[config.mk]
export PLATFORM = sky130hd
export DESIGN_NAME = gray_step_ctrl_flat
export DESIGN_NICKNAME = d
export VERILOG_FILES = /design/src/rtl/gray_step_ctrl_if.sv /design/src/rtl/gray_step_ctrl.sv /design/src/flat_wrapper.sv
export SDC_FILE = /design/constraint.sdc
export NUM_CORES = 1
export LEC_CHECK = 0
export BUFFER_PORTS_ARGS = -buffer_cell sky130_fd_sc_hd__buf_2
export CAP_MARGIN = 40
export CELL_PAD_IN_SITES_DETAIL_PLACEMENT = 1
export CELL_PAD_IN_SITES_GLOBAL_PLACEMENT = 1
export CORE_ASPECT_RATIO = 1.4
export CORE_UTILIZATION = 43
export CTS_CLUSTER_DIAMETER = 40
export DETAILED_ROUTE_END_ITERATION = 10
export GPL_TIMING_DRIVEN = 0
export PLACE_DENSITY_LB_ADDON = 0.1
export SETUP_SLACK_MARGIN = 0.5
export SKIP_CTS_REPAIR_TIMING = 1
export SKIP_LAST_GASP = 1
export SLEW_MARGIN = 5
export SYNTH_ARGS = -nofsm -noshare
export SYNTH_HDL_FRONTEND = slang
export SYNTH_SLANG_ARGS = --single-unit
[constraint.sdc]
create_clock -name clk_i -period 2.4 [get_ports clk_i]
set_input_delay 0 -clock clk_i [delete_from_list [all_inputs] [get_ports clk_i]]
set_output_delay 0 -clock clk_i [all_outputs]
set_load 0.02 [all_outputs]
[src/rtl/gray_step_ctrl_if.sv]
// Command and status bundle for gray_step_ctrl.
// The requester drives through the master modport and the sequencer uses the slave modport.
interface gray_step_ctrl_if #(
    parameter int unsigned width_p       = 4,
    parameter int unsigned steps_width_p = 8,
    parameter int unsigned rate_width_p  = 8
);
    logic                     cmd_valid_i;
    logic                     cmd_ready_o;
    logic                     cmd_dir_i;
    logic [steps_width_p-1:0] cmd_steps_i;
    logic [rate_width_p-1:0]  cmd_rate_i;
    logic                     abort_i;
    logic [width_p-1:0]       gray_o;
    logic [width_p-1:0]       pos_o;
    logic                     busy_o;
    logic                     done_o;
    logic                     aborted_o;

    modport master (
        output cmd_valid_i, cmd_dir_i, cmd_steps_i, cmd_rate_i, abort_i,
        input  cmd_ready_o, gray_o, pos_o, busy_o, done_o, aborted_o
    );

    modport slave (
        input  cmd_valid_i, cmd_dir_i, cmd_steps_i, cmd_rate_i, abort_i,
        output cmd_ready_o, gray_o, pos_o, busy_o, done_o, aborted_o
    );
endinterface

[src/rtl/gray_step_ctrl.sv]
// Command-driven Gray-code position sequencer. It takes one step every rate+1 cycles
// for the commanded number of steps and then pulses done, with the aborted flag showing why the move ended.
module gray_step_ctrl #(
    parameter int unsigned width_p       = 4,
    parameter int unsigned steps_width_p = 8,
    parameter int unsigned rate_width_p  = 8
) (
    input  logic              clk_i,
    input  logic              reset_i,
    gray_step_ctrl_if.slave   bus
);
    typedef enum logic [1:0] {
        IDLE = 2'd0,
        RUN  = 2'd1,
        DONE = 2'd2
    } state_e;

    localparam logic [width_p-1:0]       POS_ONE  = width_p'(1);
    localparam logic [steps_width_p-1:0] REM_ONE  = steps_width_p'(1);
    localparam logic [rate_width_p-1:0]  DIV_ONE  = rate_width_p'(1);

    state_e                   state_q, state_d;
    logic [width_p-1:0]       pos_q, pos_d;
    logic [width_p-1:0]       gray_q, gray_d;
    logic [rate_width_p-1:0]  div_q, div_d;
    logic [rate_width_p-1:0]  rate_q, rate_d;
    logic [steps_width_p-1:0] rem_q, rem_d;
    logic                     dir_q, dir_d;
    logic                     aborted_q, aborted_d;

    always_ff @(posedge clk_i or negedge reset_i) begin
        if (!reset_i) begin
            state_q   <= IDLE;
            pos_q     <= '0;
            gray_q    <= '0;
            div_q     <= '0;
            rate_q    <= '0;
            rem_q     <= '0;
            dir_q     <= 1'b0;
            aborted_q <= 1'b0;
        end else begin
            state_q   <= state_d;
            pos_q     <= pos_d;
            gray_q    <= gray_d;
            div_q     <= div_d;
            rate_q    <= rate_d;
            rem_q     <= rem_d;
            dir_q     <= dir_d;
            aborted_q <= aborted_d;
        end
    end

    always_comb begin
        state_d   = state_q;
        pos_d     = pos_q;
        div_d     = div_q;
        rate_d    = rate_q;
        rem_d     = rem_q;
        dir_d     = dir_q;
        aborted_d = 1'b0;

        unique case (state_q)
            IDLE: begin
                if (bus.cmd_valid_i) begin
                    dir_d  = bus.cmd_dir_i;
                    rate_d = bus.cmd_rate_i;
                    div_d  = bus.cmd_rate_i;
                    rem_d  = bus.cmd_steps_i;
                    state_d = (bus.cmd_steps_i == '0) ? DONE : RUN;
                end
            end
            RUN: begin
                // An abort takes priority over a step that is due in the same cycle.
                if (bus.abort_i) begin
                    state_d   = DONE;
                    aborted_d = 1'b1;
                end else if (div_q != '0) begin
                    div_d = div_q - DIV_ONE;
                end else begin
                    pos_d = dir_q ? (pos_q + POS_ONE) : (pos_q - POS_ONE);
                    div_d = rate_q;
                    rem_d = rem_q - REM_ONE;
                    if (rem_q == REM_ONE) begin
                        state_d = DONE;
                    end
                end
            end
            DONE: begin
                state_d = IDLE;
            end
            default: begin
                state_d = IDLE;
            end
        endcase

        // The Gray code comes from the next position, so gray_o and pos_o change on the same edge.
        gray_d = pos_d ^ (pos_d >> 1);
    end

    assign bus.cmd_ready_o = (state_q == IDLE);
    assign bus.busy_o      = (state_q == RUN);
    assign bus.done_o      = (state_q == DONE);
    assign bus.aborted_o   = aborted_q;
    assign bus.pos_o       = pos_q;
    assign bus.gray_o      = gray_q;
endmodule

[src/flat_wrapper.sv]
// flat-port wrapper written by rule: the top's interface ports become plain ports
module gray_step_ctrl_flat 
#(
    parameter int unsigned width_p       = 4,
    parameter int unsigned steps_width_p = 8,
    parameter int unsigned rate_width_p  = 8
)
  (clk_i, reset_i, bus_cmd_valid_i, bus_cmd_dir_i, bus_cmd_steps_i, bus_cmd_rate_i, bus_abort_i, bus_cmd_ready_o, bus_gray_o, bus_pos_o, bus_busy_o, bus_done_o, bus_aborted_o);
  gray_step_ctrl_if #(.width_p(width_p), .steps_width_p(steps_width_p), .rate_width_p(rate_width_p)) bus_i ();
  input  logic clk_i;
  input  logic reset_i;
  input wire logic [$bits(bus_i.cmd_valid_i)-1:0] bus_cmd_valid_i;
  input wire logic [$bits(bus_i.cmd_dir_i)-1:0] bus_cmd_dir_i;
  input wire logic [$bits(bus_i.cmd_steps_i)-1:0] bus_cmd_steps_i;
  input wire logic [$bits(bus_i.cmd_rate_i)-1:0] bus_cmd_rate_i;
  input wire logic [$bits(bus_i.abort_i)-1:0] bus_abort_i;
  output wire logic [$bits(bus_i.cmd_ready_o)-1:0] bus_cmd_ready_o;
  output wire logic [$bits(bus_i.gray_o)-1:0] bus_gray_o;
  output wire logic [$bits(bus_i.pos_o)-1:0] bus_pos_o;
  output wire logic [$bits(bus_i.busy_o)-1:0] bus_busy_o;
  output wire logic [$bits(bus_i.done_o)-1:0] bus_done_o;
  output wire logic [$bits(bus_i.aborted_o)-1:0] bus_aborted_o;
  assign bus_i.cmd_valid_i = bus_cmd_valid_i;
  assign bus_i.cmd_dir_i = bus_cmd_dir_i;
  assign bus_i.cmd_steps_i = bus_cmd_steps_i;
  assign bus_i.cmd_rate_i = bus_cmd_rate_i;
  assign bus_i.abort_i = bus_abort_i;
  assign bus_cmd_ready_o = bus_i.cmd_ready_o;
  assign bus_gray_o = bus_i.gray_o;
  assign bus_pos_o = bus_i.pos_o;
  assign bus_busy_o = bus_i.busy_o;
  assign bus_done_o = bus_i.done_o;
  assign bus_aborted_o = bus_i.aborted_o;
  gray_step_ctrl #(.width_p(width_p), .steps_width_p(steps_width_p), .rate_width_p(rate_width_p)) u_core (.clk_i(clk_i), .reset_i(reset_i), .bus(bus_i));
endmodule
# Word-level counts from Yosys, hierarchy flattened
# Index checks and enable logic that the tools add are counted.
[classes]
n_addsub = 4
eq_ne = 8
muxes = 20
bitwise = 1
reduce_logical = 8
[ops]
columns = ["operator", "count"]
rows = [
  ["$mux W8", 6],
  ["$pmux W8 S2", 2],
  ["$mux W4", 4],
  ["$sub A8 B1 Y8 const B", 2],
  ["$mux W2", 5],
  ["$eq A8 B1 Y1 const B", 1],
  ["$logic_not A8 Y1", 1],
  ["$reduce_bool A8 Y1", 1],
  ["$ne A2 B2 Y1 const B", 3],
  ["$reduce_and A3 Y1", 2],
  ["$add A4 B1 Y4 const B", 1],
  ["$pmux W2 S2", 1],
  ["$reduce_and A4 Y1", 1],
  ["$sub A4 B1 Y4 const B", 1],
  ["$xor A4 B3 Y4", 1],
  ["$ne A3 B2 Y1 const B", 1],
  ["$ne A3 B3 Y1 const B", 1],
  ["$eq A2 B1 Y1 const B", 1],
  ["$eq A2 B2 Y1 const B", 1],
  ["$logic_not A2 Y1", 1],
  ["$mux W1", 2],
  ["$reduce_and A2 Y1", 1],
  ["$reduce_bool A2 Y1", 1],
]
[totals]
regBits = 36
inputBits = 21
output_inout_bits = 12
wordCells = 49

# Longest topological paths before layout
[depth]
word_depth = 6
mapped_depth = 8
mapped_depth_nobuf = 7

# Worst setup path after synthesis
# No wires, ideal clock.
[synth_path]
path_type = "reg-to-reg"
startpoint = "register u_core.pos_q[0], in the netlist u_core.bus.pos_o[0]"
endpoint = "register u_core.gray_q[2], in the netlist u_core.bus.gray_o[2]"
setup_ps = 131
arrival_ps = 1817
required_time_ps = 2269
path_slack_ps = 451
path_stages_with_launch = 8
n_path_buf = 0
synth_period_minus_slack_ps = 1949
cell_sequence = "dfrtp_1 inv_1 fa_1 xor2_1 xnor2_1 xnor2_1 mux2i_1 xnor2_1"
[synth_between]
elab_chain_len = 6
elab_cells_between_ends = 7
cone_classes = "add/sub (2); mux (4); bitwise (1)"
[synth_rtl]
columns = ["element", "line", "source"]
rows = [
  ["from (decl)", "gray_step_ctrl.sv:23", "logic [width_p-1:0] pos_q, pos_d;"],
  ["from (signal assigned)", "gray_step_ctrl.sv:43", "pos_q <= pos_d;"],
  ["$sub A4 B1 Y4 or $add A4 B1 Y4 (tied branches)", "gray_step_ctrl.sv:80", "pos_d = dir_q ? (pos_q + POS_ONE) : (pos_q - POS_ONE);"],
  ["$mux W4 (*)", "gray_step_ctrl.sv:80", ""],
  ["$mux W4 (*)", "gray_step_ctrl.sv:77", "end else if (div_q != '0) begin"],
  ["$mux W4 (*)", "gray_step_ctrl.sv:74", "if (bus.abort_i) begin"],
  ["$mux W4 (*)", "gray_step_ctrl.sv:62", "unique case (state_q)"],
  ["$xor A4 B3 Y4 (*)", "gray_step_ctrl.sv:97", "gray_d = pos_d ^ (pos_d >> 1);"],
  ["via u_core.gray_d[2]", "gray_step_ctrl.sv:24", "logic [width_p-1:0] gray_q, gray_d;"],
  ["to (signal assigned)", "gray_step_ctrl.sv:44", "gray_q <= gray_d;"],
  ["to (decl)", "gray_step_ctrl.sv:24", ""],
]
# Mark *: on every way through the listed nets, which the timed path passes. The rest lies on a longest branch.
# A chain may end at the register's enable or synchronous reset.

# Worst setup path after layout
[layout_path]
startpoint = "register u_core.div_q[2]"
endpoint = "register u_core.div_q[7]"
[layout_between]
elab_chain_len = 4
elab_cells_between_ends = 5
cone_classes = "add/sub (1); mux (3); reduce/logical (1)"
[layout_rtl]
columns = ["element", "line", "source"]
rows = [
  ["from (decl)", "gray_step_ctrl.sv:25", "logic [rate_width_p-1:0] div_q, div_d;"],
  ["from (signal assigned)", "gray_step_ctrl.sv:45", "div_q <= div_d;"],
  ["$sub A8 B1 Y8 or $reduce_bool A8 Y1 (tied branches)", "gray_step_ctrl.sv:78, gray_step_ctrl.sv:77", ""],
  ["$mux W8 (*)", "gray_step_ctrl.sv:77", ""],
  ["$mux W8 (*)", "gray_step_ctrl.sv:74", ""],
  ["$pmux W8 S2 (*)", "gray_step_ctrl.sv:62", ""],
]
# Every way passes the cells marked *; elsewhere a longest branch is shown, timed or not. The select of a mux whose other input is x is not followed.

==> impl_results.md <==
* Util after Layout at 58.5%
* DRT iter0 DRCs at 60
* Overflow after GRT at 0
* Yosys top cell by area: dfrtp_1
* Synthesized Nets at 231
* Hold EP: u_core.rem_q[0]$_DFFE_PN0P_
* Max-slew violation count at 0
* P_leak at 1.13 nW
* Vias in the first global route at 1,805
* Net count, final at 285
* Crit-path cells: or4_4 -> nor4_4 -> mux2_4 -> a211oi_2 -> o22ai_2
* Synthesized cell area at ~2000 µm²
* Synthesized area per cell at 9.67 µm²
* Final setup TNS at 0 ns
* Worst vdd ir at between 0.6 and 0.7 mV
* WL/cell at 18.3 µm
* Reg2reg path depth at 5
* RSZ-0062 raised after global routing: yes
* Initial antenna violation count at 0
* CTS root buf: clkbuf_8
* TritonRoute pass-1 iters at 4
* Antenna cells at 0
* Outcome: complete, but fails checks
* Routed Antenna Nets at 0
* CP Max Fanout at 5
* Seq/Total Area, Yosys at 44.4%
* Max-cap violations at 0
* R2R setup slack at 0.50 ns
* Critical R2R Capture: u_core.div_q[7]$_DFFE_PN0P_
* Gate Count Post-Synth at 204
* CP startpoint: u_core.div_q[2]$_DFFE_PN0P_
* Die Wd at 59.3 µm
* WL met1 at 2.31 mm
* Critical Path Max Stage Delay at about 0.55 ns
* Hold Crit Depth at 3
* Buffers on Ports at 32
* Slew of the pin with the lowest slew margin at 0.819 ns
* FF-to-FF Start: u_core.div_q[2]$_DFFE_PN0P_
* Starting density of the core at 45.8%
* Die Y at slightly above 80 µm
* CTS H-tree depth at 2
* Detailed-route DRC error count at 0
* Routed vias at ~1,800
* P&R area growth vs syn at 27.8%
* Crit end category: register
* CP top delay family: simple AND/OR/NAND/NOR gates
* Die ar. at 4870 µm²
* Slew headroom at a little under half
* Avg Vias per Cell at 5.50
* Largest net degree at the start of global routing at 36
* Num CTS Buffers at 5
* Final wirelength at around 5.8 mm
* Ys Warns at 0
* RD Place Congestion at 0.758
* Core ar. at between 4000 and 5000 µm²
* Minimum clock period at 1.90 ns
* Final Hold Fails at 1
* FF+latch count, synth at 35
* DR top layer: met4
* GRT Total Usage at 24.2%
* CP max-delay cell: or4_4
* Synth unique cells at 46
* CTS sink cnt at 35
* Worst skew pair latency at 0.30 ns
* Failing checks: hold timing
* Max frequency at 526 MHz
* Fin Clk Skew at 0.00794 ns
* Layout cell share with drive strength beyond 1 at 32.0%
* CTS Buffer Depth at 2
* First-pass GRT wire length at 8.50 mm
* Top-area cell type share of the netlist area at 44.4%
* Commonest non-fill, non-tap cells in the layout: 38 x buf_2, 31 x dfrtp_1, 20 x nor2_1
* Pwr per Cell Area at 1350 nW/µm²
* Min-Delay Path Class: primary input to register
* Min Hold Slack at -0.0204 ns
* CTS tree: built
* Kind of critical path: register to register
* Final HPWL from detailed placement at roughly 3.9 mm
* IO Count at 33
* Worst hold path startpoint: bus_cmd_steps_i[0]
* Site row count at 28
* Clk slew on worst S/H paths at about 0.070 ns
* Most common cell after layout, fill and taps aside: buf_2
* Final setup violation count at 0
* CP arrival at 2.08 ns
* Main synth FF type: dfrtp_1
* Met2 WL at 3.28 mm
* FFs w/ async S/R, synth at between 90% and 100%
* Met3 WL post-DR at 130 µm
* Top cells by area, synth: dfrtp_1 44%, mux2_2 4.6%, o21ai_0 4.1%, xnor2_1 4.0%, nor2_1 3.8%
* Critical Path RT at ~2.6 ns
* Number of synthesized flops with an enable pin at 0
* Critical path buffer and inverter count at 0
* Period utilisation layout at 79.2%
* Worst Setup Start Kind: register
[layer usage]
layer | GRT usage, % | vias up
met2 | 44.5 | 25
met4 | 10.5 | 0
li1 | - | 829
met1 | 26.8 | 891
met3 | 3.89 | 9
met5 | 0 | -
[report_power, final]
group / internal [mW] / switching (mW) / leakage, nW
sequential: 0.863 / 0.291 / 0.414
clock: 0.199 / 0.225 / 0.0477
combinational: 0.800 / 1.03 / 0.669
[how the worst max path moves through the flow]
stage / cells past startpoint / to / slack (ns)
after floorplan: 7 / u_core.bus.gray_o[2]$_DFF_PN0_ / 0.48
after global placement: 5 / u_core.div_q[7]$_DFFE_PN0P_ / 0.43
after detailed placement: 5 / u_core.div_q[7]$_DFFE_PN0P_ / 0.38
after CTS: 5 / u_core.div_q[7]$_DFFE_PN0P_ / 0.37
after global routing: 7 / u_core.bus.gray_o[2]$_DFF_PN0_ / 0.42
final: 5 / u_core.div_q[7]$_DFFE_PN0P_ / 0.50
[worst reg2reg max path, stage by stage, from the launching register on]
cell      delay [ns]
dfrtp_2         0.45
or4_4           0.55
nor4_4          0.17
mux2_4          0.33
a211oi_2        0.17
o22ai_2         0.11
[final cells by class]
| type | instances | area (µm²) |
|---|---|---|
| plain buffers | 9 | 50.0 |
| clock buffers | 5 | 68.8 |
| clock inverters | 3 | 15.0 |
| fillers | 508 | 1790 |
| inverters | 12 | 45.0 |
| multi-input cells | 148 | 1090 |
| flip-flops and latches | 35 | 881 |
| well taps | 60 | 75.1 |
| repair buffers | 47 | 298 |
[registers in the layout, summed over array words and instances (netlist names)]
signal and cells:
u_core.bus.pos_o 3, u_core.rem_q 8, u_core.rate_q 8, u_core.bus.aborted_o 1, u_core.bus.gray_o 4, u_core.state_q 2, u_core.dir_q 1, u_core.div_q 8
[synth_stat cells, types with 2 or more instances]
| master | count |
|---|---|
| nand2b_1 | 2 |
| nor4_2 | 2 |
| nor3b_1 | 2 |
| buf_2 | 6 |
| a31oi_1 | 3 |
| a21oi_1 | 12 |
| ha_1 | 5 |
| nor2_1 | 20 |
| xor2_1 | 4 |
| dfrtp_1 | 35 |
| a22o_1 | 5 |
| xnor2_1 | 9 |
| mux2_2 | 8 |
| nor3_1 | 7 |
| buf_4 | 2 |
| nand2_1 | 14 |
| nor4_1 | 2 |
| nand3_1 | 5 |
| a211oi_1 | 2 |
| o21ai_0 | 16 |
| inv_1 | 12 |
| mux2i_1 | 4 |
| o211ai_1 | 4 |
[kinds of logic after synthesis]
| family | synth area share (%) |
|---|---|
| compound gates | 17.1 |
| fa+ha+maj | 4.19 |
| buf+inv | 4.76 |
| mux | 7.17 |
| flops | 44.4 |
| xor+xnor | 5.77 |
| simple gates | 16.6 |
[per-stage QoR]
stage          instance area, µm²  total power, mW  setup WS [ns]  std cells
4_1_cts                      2300             3.16          0.369        304
6_report                     2520             3.41          0.500        319
5_1_grt                      2520             3.65          0.423        319
2_1_floorplan                1980             2.25          0.477        204
3_5_place_dp                 2210             2.72          0.379        296
3_3_place_gp                 2210             2.59          0.427        296
No activity file was read; power rests on OpenSTA's default activity.
